[config.mk]
export PLATFORM = sky130hd
export DESIGN_NAME = aud_loop_sram_flat
export DESIGN_NICKNAME = d
export VERILOG_FILES = /design/src/rtl/aud_loop_sram_if.sv /design/src/rtl/aud_loop_sram.sv /design/src/flat_wrapper.sv
export SDC_FILE = /design/constraint.sdc
export NUM_CORES = 1
export LEC_CHECK = 0
export BUFFER_PORTS_ARGS = -buffer_cell sky130_fd_sc_hd__buf_4
export CORE_MARGIN = 2
export CORE_UTILIZATION = 45
export DETAILED_ROUTE_END_ITERATION = 16
export GPL_TIMING_DRIVEN = 0
export HOLD_SLACK_MARGIN = 0.08
export PLACE_DENSITY_LB_ADDON = 0.3
export SLEW_MARGIN = 20
export SYNTH_ARGS = -nofsm -noshare
export SYNTH_HDL_FRONTEND = slang
export SYNTH_SLANG_ARGS = --single-unit
[constraint.sdc]
create_clock -name i_clk -period 2.8 [get_ports i_clk]
set_clock_uncertainty 0.15 [all_clocks]
set_input_delay 0.42 -clock i_clk [delete_from_list [all_inputs] [get_ports i_clk]]
set_output_delay 0.42 -clock i_clk [all_outputs]
set_load 0.005 [all_outputs]
[src/rtl/aud_loop_sram_if.sv]
// ---------------------------------------------------------------------------
// aud_loop_sram_if
//   Bus to the external 16-bit asynchronous SRAM used by the looper.
//   master : the looper controller (drives address, data and strobes)
//   slave  : the SRAM side / pad wrapper (returns read data)
// Signals
//   sram_addr  word address
//   sram_wdata write data
//   sram_rdata read data (the top level resolves the bidirectional DQ pins)
//   dq_oe      1 = controller drives DQ
//   we_n, ce_n, oe_n, lb_n, ub_n  active-low SRAM strobes
// ---------------------------------------------------------------------------
interface aud_loop_sram_if #(
  parameter int ADDR_W = 20
);
  logic [ADDR_W-1:0] sram_addr;
  logic [15:0]       sram_wdata;
  logic [15:0]       sram_rdata;
  logic              dq_oe;
  logic              we_n;
  logic              ce_n;
  logic              oe_n;
  logic              lb_n;
  logic              ub_n;

  modport master (
    output sram_addr, sram_wdata, dq_oe, we_n, ce_n, oe_n, lb_n, ub_n,
    input  sram_rdata
  );

  modport slave (
    input  sram_addr, sram_wdata, dq_oe, we_n, ce_n, oe_n, lb_n, ub_n,
    output sram_rdata
  );
endinterface

[src/rtl/aud_loop_sram.sv]
// ---------------------------------------------------------------------------
// aud_loop_sram
//   Looper datapath between the last effect stage and the I2S player.
//   REC  : every accepted sample is written to SRAM at wr_ptr.
//   PLAY : every accepted sample is mixed (saturating) with the stored loop
//          sample read from rd_ptr, which wraps at the loop length.
//   IDLE : samples pass straight through, SRAM untouched.
//   Every accepted sample produces o_valid exactly RD_CYCLES+2 cycles later.
// Ports
//   i_clk, i_rst            clock, synchronous active-high reset
//   i_valid, i_data         1-cycle sample strobe and signed live sample
//   i_rec, i_play, i_stop   command pulses (stop > rec > play)
//   o_valid, o_data         output strobe and signed output sample
//   o_mode                  0 IDLE, 1 REC, 2 PLAY
//   o_loop_len              stored loop length in samples
//   o_overrun               sticky: a sample arrived while an access was busy
//   sram                    SRAM bus (master side)
// ---------------------------------------------------------------------------
module aud_loop_sram #(
  parameter int ADDR_W    = 20,
  parameter int MAX_LEN   = 1048575,
  parameter int WR_CYCLES = 2,
  parameter int RD_CYCLES = 2
) (
  input  logic              i_clk,
  input  logic              i_rst,
  input  logic              i_valid,
  input  logic [15:0]       i_data,
  input  logic              i_rec,
  input  logic              i_play,
  input  logic              i_stop,
  output logic [15:0]       o_data,
  output logic              o_valid,
  output logic [1:0]        o_mode,
  output logic [ADDR_W-1:0] o_loop_len,
  output logic              o_overrun,
  aud_loop_sram_if.master   sram
);

  localparam int LAT      = RD_CYCLES + 2;
  // Busy window must cover both the write data-hold cycle and the output cycle.
  localparam int DONE_CNT = (WR_CYCLES > RD_CYCLES) ? WR_CYCLES + 1 : RD_CYCLES + 1;
  localparam int CNT_W    = $clog2(DONE_CNT + 1);

  localparam logic [ADDR_W-1:0] ONE       = ADDR_W'(1);
  localparam logic [ADDR_W-1:0] LAST_ADDR = ADDR_W'(MAX_LEN - 1);
  localparam logic [ADDR_W-1:0] FULL_LEN  = ADDR_W'(MAX_LEN);

  typedef enum logic [1:0] {M_IDLE = 2'd0, M_REC = 2'd1, M_PLAY = 2'd2} mode_t;
  typedef enum logic [1:0] {A_IDLE, A_WR, A_RD, A_DONE} acc_t;

  mode_t             mode;
  mode_t             acc_mode;   // mode the current sample was accepted in
  acc_t              acc;
  logic [CNT_W-1:0]  cnt;        // cycles since the sample was accepted
  logic [ADDR_W-1:0] wr_ptr;
  logic [ADDR_W-1:0] rd_ptr;
  logic [15:0]       sample;
  logic [15:0]       loop_smp;
  logic              pend_rec, pend_play, pend_stop;

  // A fresh pulse replaces whatever was pending, so the last command wins.
  logic any_pulse, cmd_rec, cmd_play, cmd_stop, apply;
  logic [ADDR_W-1:0] play_len;
  logic [16:0]       sum17;
  logic [15:0]       mix;

  assign any_pulse = i_rec | i_play | i_stop;
  assign cmd_rec   = any_pulse ? i_rec  : pend_rec;
  assign cmd_play  = any_pulse ? i_play : pend_play;
  assign cmd_stop  = any_pulse ? i_stop : pend_stop;
  assign apply     = (acc == A_IDLE) && (cmd_rec || cmd_play || cmd_stop);
  assign play_len  = (mode == M_REC) ? wr_ptr : o_loop_len;

  assign sum17 = {sample[15], sample} + {loop_smp[15], loop_smp};
  assign mix   = (sum17[16] != sum17[15]) ? (sum17[16] ? 16'h8000 : 16'h7FFF)
                                          : sum17[15:0];

  assign o_mode = mode;

  // NOTE: all state below is updated with non-blocking assignments so every
  // register samples the pre-edge value of its neighbours.
  always_ff @(posedge i_clk) begin
    if (i_rst) begin
      mode            <= M_IDLE;
      acc_mode        <= M_IDLE;
      acc             <= A_IDLE;
      cnt             <= '0;
      wr_ptr          <= '0;
      rd_ptr          <= '0;
      o_loop_len      <= '0;
      sample          <= '0;
      loop_smp        <= '0;
      pend_rec        <= 1'b0;
      pend_play       <= 1'b0;
      pend_stop       <= 1'b0;
      o_data          <= '0;
      o_valid         <= 1'b0;
      o_overrun       <= 1'b0;
      sram.sram_addr  <= '0;
      sram.sram_wdata <= '0;
      sram.dq_oe      <= 1'b0;
      sram.we_n       <= 1'b1;
      sram.ce_n       <= 1'b1;
      sram.oe_n       <= 1'b1;
      sram.lb_n       <= 1'b1;
      sram.ub_n       <= 1'b1;
    end else begin
      o_valid <= 1'b0;

      if (any_pulse) begin
        pend_rec  <= i_rec;
        pend_play <= i_play;
        pend_stop <= i_stop;
      end

      if (apply) begin
        pend_rec  <= 1'b0;
        pend_play <= 1'b0;
        pend_stop <= 1'b0;
        if (cmd_stop) begin
          if (mode == M_REC) o_loop_len <= wr_ptr;
          mode <= M_IDLE;
        end else if (cmd_rec) begin
          wr_ptr     <= '0;
          o_loop_len <= '0;
          mode       <= M_REC;
        end else begin
          o_loop_len <= play_len;
          if (play_len == '0) begin
            mode <= M_IDLE;
          end else begin
            rd_ptr <= '0;
            mode   <= M_PLAY;
          end
        end
      end

      if (i_valid && acc != A_IDLE) o_overrun <= 1'b1;

      case (acc)
        A_IDLE: begin
          if (i_valid) begin
            sample <= i_data;
            cnt    <= CNT_W'(1);
            // A sample coinciding with a mode change passes through untouched
            // so pointers are never used in the middle of being reassigned.
            if (apply || mode == M_IDLE) begin
              acc_mode <= M_IDLE;
              acc      <= A_DONE;
            end else if (mode == M_REC) begin
              acc_mode        <= M_REC;
              acc             <= A_WR;
              sram.sram_addr  <= wr_ptr;
              sram.sram_wdata <= i_data;
              sram.dq_oe      <= 1'b1;
              sram.ce_n       <= 1'b0;
              sram.we_n       <= 1'b0;
              sram.lb_n       <= 1'b0;
              sram.ub_n       <= 1'b0;
            end else begin
              acc_mode       <= M_PLAY;
              acc            <= A_RD;
              sram.sram_addr <= rd_ptr;
              sram.dq_oe     <= 1'b0;
              sram.ce_n      <= 1'b0;
              sram.oe_n      <= 1'b0;
              sram.lb_n      <= 1'b0;
              sram.ub_n      <= 1'b0;
            end
          end
        end

        A_WR: begin
          cnt <= cnt + CNT_W'(1);
          if (cnt == CNT_W'(WR_CYCLES)) begin
            sram.we_n <= 1'b1;
            sram.ce_n <= 1'b1;
            sram.lb_n <= 1'b1;
            sram.ub_n <= 1'b1;
            acc       <= A_DONE;
            if (wr_ptr == LAST_ADDR) begin
              wr_ptr     <= FULL_LEN;
              o_loop_len <= FULL_LEN;
              rd_ptr     <= '0;
              mode       <= M_PLAY;
            end else begin
              wr_ptr <= wr_ptr + ONE;
            end
          end
        end

        A_RD: begin
          cnt <= cnt + CNT_W'(1);
          if (cnt == CNT_W'(RD_CYCLES)) begin
            loop_smp  <= sram.sram_rdata;
            sram.oe_n <= 1'b1;
            sram.ce_n <= 1'b1;
            sram.lb_n <= 1'b1;
            sram.ub_n <= 1'b1;
            acc       <= A_DONE;
            rd_ptr    <= (rd_ptr == o_loop_len - ONE) ? '0 : rd_ptr + ONE;
          end
        end

        A_DONE: begin
          cnt <= cnt + CNT_W'(1);
          if (cnt == CNT_W'(WR_CYCLES + 1)) sram.dq_oe <= 1'b0;
          if (cnt == CNT_W'(DONE_CNT))      acc        <= A_IDLE;
        end

        default: acc <= A_IDLE;
      endcase

      if (acc != A_IDLE && cnt == CNT_W'(LAT - 1)) begin
        o_valid <= 1'b1;
        o_data  <= (acc_mode == M_PLAY) ? mix : sample;
      end
    end
  end

endmodule

[src/flat_wrapper.sv]
// flat-port wrapper written by rule: the top's interface ports become plain ports
module aud_loop_sram_flat 
#(
  parameter int ADDR_W    = 20,
  parameter int MAX_LEN   = 1048575,
  parameter int WR_CYCLES = 2,
  parameter int RD_CYCLES = 2
)
  (i_clk, i_rst, i_valid, i_data, i_rec, i_play, i_stop, o_data, o_valid, o_mode, o_loop_len, o_overrun, sram_sram_addr, sram_sram_wdata, sram_dq_oe, sram_we_n, sram_ce_n, sram_oe_n, sram_lb_n, sram_ub_n, sram_sram_rdata);
  aud_loop_sram_if #(.ADDR_W(ADDR_W)) sram_i ();
  input  logic i_clk;
  input  logic i_rst;
  input  logic i_valid;
  input  logic [15:0] i_data;
  input  logic i_rec;
  input  logic i_play;
  input  logic i_stop;
  output logic [15:0] o_data;
  output logic o_valid;
  output logic [1:0] o_mode;
  output logic [ADDR_W-1:0] o_loop_len;
  output logic o_overrun;
  output wire logic [$bits(sram_i.sram_addr)-1:0] sram_sram_addr;
  output wire logic [$bits(sram_i.sram_wdata)-1:0] sram_sram_wdata;
  output wire logic [$bits(sram_i.dq_oe)-1:0] sram_dq_oe;
  output wire logic [$bits(sram_i.we_n)-1:0] sram_we_n;
  output wire logic [$bits(sram_i.ce_n)-1:0] sram_ce_n;
  output wire logic [$bits(sram_i.oe_n)-1:0] sram_oe_n;
  output wire logic [$bits(sram_i.lb_n)-1:0] sram_lb_n;
  output wire logic [$bits(sram_i.ub_n)-1:0] sram_ub_n;
  input wire logic [$bits(sram_i.sram_rdata)-1:0] sram_sram_rdata;
  assign sram_sram_addr = sram_i.sram_addr;
  assign sram_sram_wdata = sram_i.sram_wdata;
  assign sram_dq_oe = sram_i.dq_oe;
  assign sram_we_n = sram_i.we_n;
  assign sram_ce_n = sram_i.ce_n;
  assign sram_oe_n = sram_i.oe_n;
  assign sram_lb_n = sram_i.lb_n;
  assign sram_ub_n = sram_i.ub_n;
  assign sram_i.sram_rdata = sram_sram_rdata;
  aud_loop_sram #(.ADDR_W(ADDR_W), .MAX_LEN(MAX_LEN), .WR_CYCLES(WR_CYCLES), .RD_CYCLES(RD_CYCLES)) u_core (.i_clk(i_clk), .i_rst(i_rst), .i_valid(i_valid), .i_data(i_data), .i_rec(i_rec), .i_play(i_play), .i_stop(i_stop), .o_data(o_data), .o_valid(o_valid), .o_mode(o_mode), .o_loop_len(o_loop_len), .o_overrun(o_overrun), .sram(sram_i));
endmodule
Word level (Yosys, flattened, before mapping)

Cells that the tools add are included.

Bits in read-only memories: 0
Input bits: 38
Memory bits (writable): 0
Register bits after elaboration: 161
Output and inout port bits: 82
Memories kept: 0
Latch bits: 0

Eq/ne operators: 18
Add/subtract/negate cells: 5
Multiply operators: 0
Shifts and indexed selects: 0
Bitwise logic cells: 3
Mux-type cells: 63
Order comparisons: 0
Divide/modulo/power cells: 0
Reductions and logical operators: 26

Operators by type and width:

| cell                    | number |
|---|---|
| $mux W20                | 22 |
| $mux W16                | 3 |
| $add A20 B1 Y20 const B | 2 |
| $pmux W20 S2            | 1 |
| $mux W2                 | 14 |
| $eq A20 B20 Y1          | 1 |
| $eq A20 B20 Y1 const B  | 1 |
| $logic_not A20 Y1       | 1 |
| $sub A20 B1 Y20 const B | 1 |
| $add A16 B16 Y17        | 1 |
| $mux W1                 | 17 |
| $reduce_and A4 Y1       | 3 |
| $eq A2 B2 Y1 const B    | 5 |
| $reduce_and A5 Y1       | 2 |
| $reduce_bool A2 Y1      | 5 |
| $ne A2 B1 Y1 const B    | 4 |
| $ne A2 B2 Y1 const B    | 4 |
| $pmux W1 S2             | 4 |
| $pmux W2 S3             | 1 |
| $reduce_and A3 Y1       | 2 |
| $eq A2 B1 Y1 const B    | 2 |
| $logic_not A2 Y1        | 2 |
| $pmux W2 S2             | 1 |
| $reduce_and A2 Y1       | 2 |
| 8 further kinds         | 14 |

Depth between registers and ports, before layout

Word-level depth: 10
Depth in mapped cells: 12
Mapped depth without buffers: 11

Worst setup path before layout

No wires, ideal clock.

Path kind: register -> register
From: register u_core.o_loop_len[0]
To: register u_core.rd_ptr[9]
Slack: -96 ps
Path buffers: 1
Required time: 2533 ps
Period minus slack after synthesis: 2896 ps
Cell stages (with the launch flop): 12
Setup time: 117 ps
Data arrival time: 2630 ps
Path through: dfxtp_1 > inv_1 > ha_1 > or3b_2 > nor3_1 > nor3b_1 > o2111ai_1 > nor4_2 > a311oi_4 > buf_6 > a21o_1 > a22o_1

Word-level cells in the longest chain between the ends: 9
Elaborated cells on any way between the ends: 13

Ends and longest elaborated chain:

| item                                                    | RTL line             | source |
|---|---|---|
| start, declared                                         | aud_loop_sram.sv:35  | `output logic [ADDR_W-1:0] o_loop_len,` |
| start signal, assigned                                  | aud_loop_sram.sv:122 | `if (mode == M_REC) o_loop_len <= wr_ptr;` |
| start signal, assigned                                  | aud_loop_sram.sv:129 | `o_loop_len <= play_len;` |
| branches (longest 8 deep; another with $sub A20 B1 Y20) | n/a                  |  |
| $pmux W20 S2 *                                          | aud_loop_sram.sv:141 | `case (acc)` |
| end signal, assigned                                    | aud_loop_sram.sv:202 | `rd_ptr <= (rd_ptr == o_loop_len - ONE) ? '0 : rd_ptr + ONE;` |
| end, declared                                           | aud_loop_sram.sv:57  | `logic [ADDR_W-1:0] rd_ptr;` |

Mark *: on every way between the ends.
A chain may end at the register's enable or synchronous reset.

Worst setup path after layout

From: register u_core.o_loop_len[12]
To: register u_core.rd_ptr[6]

Same word-level chain as after synthesis.

==> out/results.ini <==
[placement]
dp.final_hpwl_um=20000
portBuffers=118
dpl-instance-area_um2=9810
place_congestion=0.922

[clock_network]
cts_tree=done
ctsLongestPathBuffers=2
insertion_delay_ns=0.44
clock_sink_count=161
clk_pin_slew_worst_paths_ns=0.07
tritoncts.num_buffers=17
ctsHtreeMaxLevel=4
ctsRootBufferMaster=clkbuf_16

[timing]
clock.fmax_mhz=352
relSlewSlack_pct=39.5
hold-worst-slack_ns=0.0908
final.period_utilization_pct=101
tightestPinTransition_ns=0.907
rsz0062_at_grt=true
hold_viol_final=0
timing.final.crit_period_ns=2.84
finalSetupViolCount=15
timing.final.ws_setup_ns=-0.0395
slew_violations=0

[grt]
grt_pass1_wl_um=42900
first_global_vias=8255
grtUsageTotal_pct=27.0
maximum_number_of_pins_on_one_net_before_global_route_repair=17
number_of_antenna_violations_at_the_first_check_in_global_routing=1
globalRoute.totalOverflow=0

[setup_path]
kind_of_cell_with_the_highest_combined_delay_on_the_critical_path=simple AND/OR/NAND/NOR gates
end_kind=flip-flop
critical_path_at_ns=3.05
critical_path_buf_inv_count=2
cp_peak_stage_delay_ns=0.57
critical_path_maximum_fanout=7
r2r_start=u_core.o_loop_len[12]
path_common_cell=or2_4
worst_setup_path_startpoint=u_core.o_loop_len[12]
cp_cell_sequence=or4_4 -> or2_4 -> o2111ai_2 -> nand4_1 -> or2_4 -> a311oi_4 -> buf_6 -> buf_4 -> nand2b_4 -> a31oi_1
startpoint_type=flip-flop
cp.required_ns=3.01
critPathSlowestCell=or4_4
timing.setup.critical_path_class=reg2reg

[synthesis]
asr_flop_ratio_synth_pct=0
post_synth_main_area_contributors=dfxtp_1, nand2_1, a21oi_1
synth_fp_nets=1195
ys_dominant_reg_cell=dfxtp_1
portion_of_synthesized_cell_area_occupied_by_the_leading_cell_type_pct=37.4
post_synth_instance_area_um2=8610
mean_instance_size_in_the_synthesized_netlist_um2=7.62
synth_sequential_area_ratio_pct=37.4
ys_seq_elements=161
number_of_enable_type_register_cells_in_the_synthesized_netlist=0
ys_warn_count=0
netlist-cell-type-count=65
netlist.top_cell.by_area=dfxtp_1
post_synth_inst_count=1130

[cells_and_area]
final_common_cell=nand2_1
syn_to_final_growth_pct=31.8
diodes=0
drive_above_1_share_pct=22.4
layout_common_cells=nand2_1, buf_4, dfxtp_1
finish.instance_area_um2=11400
layout.nets=1368

[die]
die_height_um=142
number_of_top_level_pins=120
die_x_um=142
core_area_um2=18800
placementRows=50
initial_core_util_pct=45.9
die-area_um2=20300

[flow_run]
cap_violations=0

[drt]
routedWlPerCell_um=18.4
ant_nets=0
finalWirelength_um=28500
drcViolationCount=0
detail_route.vias_per_cell=5.93
drt_pre_antenna_iters=8
first_iter_violations=931
routed-via-count=9197

[pwr]
max-vdd-ir-drop_mv=0.471
power.static_leakage_nw=4.28
pwr_per_cell_area_nw_per_um2=539

[hold_path]
hp-start=sram_sram_rdata[4]
hold_crit_path_type=in2reg

[run_status]
failed_checks=negative setup slack
outcome=finished, violations left

==> synth_stat cells (all sizes together) (8+ instances only) <==
cell,count
nor4,16
a21o,10
dfxtp,161
nand2,206
or4,8
nor2,89
nand4,11
o21ai,55
nand3b,9
clkbuf,70
nor3,28
nor2b,11
ha,26
nand3,31
a31oi,15
a22oi,23
xnor2,23
inv,22
and3,14
nand2b,8
a211oi,9
and2,8
a311oi,24
mux2i,10
xor2,15
a21oi,145
buf,12
==> final cells by class <==
cell class,instances,area [µm²]
Tap cell,234,293
Sequential cell,161,3260
Multi-Input combinational cell,865,5470
Timing Repair Buffer,165,1310
Clock inverter,11,154
Inverter,22,85.1
Clock buffer,21,450
Fill cell,1696,7420
Buffer,71,329
==> path summary, 6_finish.rpt <==
check                                                  to  slack [ns]  depth (start not counted)
worst max-delay path                     u_core.rd_ptr[6]       -0.04                         10
worst min-delay path                   u_core.loop_smp[4]        0.09                          3
worst max register to register           u_core.rd_ptr[6]       -0.04                         10
worst min register to register  u_core.sram.sram_wdata[3]        0.31                          2
==> worst register-to-register path, stage by stage (launching register included) <==
cell and delay (ns):
dfxtp_4 0.37, or4_4 0.57, or2_4 0.29, o2111ai_2 0.17, nand4_1 0.11, or2_4 0.28, a311oi_4 0.29, buf_6 0.19
buf_4 0.14, nand2b_4 0.05, a31oi_1 0.17
==> where the power goes <==
part	switching [W]	total (W)	internal, W	leakage (nW)
clock network	0.00100	0.00243	0.00143	0.277
logic	0.000767	0.00121	0.000439	2.69
registers	0.0000962	0.00248	0.00238	1.31
==> metrics by stage <==
| step | std cells | worst slack (ns) | setup TNS [ns] | power, W | utilization [%] |
|---|---|---|---|---|---|
| floorplan | 1130 | -0.0365 | -0.0365 | 0.00321 | - |
| global placement | 1482 | -0.719 | -19.32 | 0.00354 | 52.2 |
| detailed placement | 1482 | -0.718 | -19.10 | 0.00356 | 52.3 |
| CTS | 1538 | 0.00117 | 0 | 0.00602 | 58.1 |
| global route | 1550 | -0.138 | -3.14 | 0.00636 | 60.5 |
| finish | 1550 | -0.0395 | -0.291 | 0.00612 | 60.5 |
==> flip-flops by register name (all words and copies together) (netlist names), 16 cells and up <==
| name | count |
|---|---|
| u_core.sram.sram_addr | 20 |
| u_core.o_data | 16 |
| u_core.sram.sram_wdata | 16 |
| u_core.rd_ptr | 20 |
| u_core.sample | 16 |
| u_core.wr_ptr | 20 |
| u_core.loop_smp | 16 |
| u_core.o_loop_len | 20 |
==> cells by family (layout without fill, tap and decap cells) <==
family	Yosys count	after routing	synth area share [%]
AND/OR/NAND/NOR	460	460	24.9
AO/OA/AOI/OAI	328	328	23.4
flip-flops	161	161	37.4
buffers and inverters	104	290	5.00
XOR/XNOR	38	38	3.86
adder cells (fa/ha/maj)	28	28	4.12
multiplexers	11	11	1.29
==> repair_timing <==
item | in CTS | in global routing
setup buffers | 16 | 14
setup endpoints to repair | 36 | 58
endpoints found under the hold margin | 16 | 0
resized for setup | 67 | 84
hold buffers | 15 | 0
cloned | 1 | 1
pin swaps | 16 | 39
==> routing by layer <==
metal / GRT usage [%] / vias to the layer above / share of wire [%]
li1: - / 4384 / -
met1: 37.0 / 4304 / 44
met2: 42.1 / 436 / 45
met3: 5.45 / 73 / 8.5
met4: 9.85 / 0 / 2.7
met5: 0 / - / 0
(Power assumes the default switching activity.)
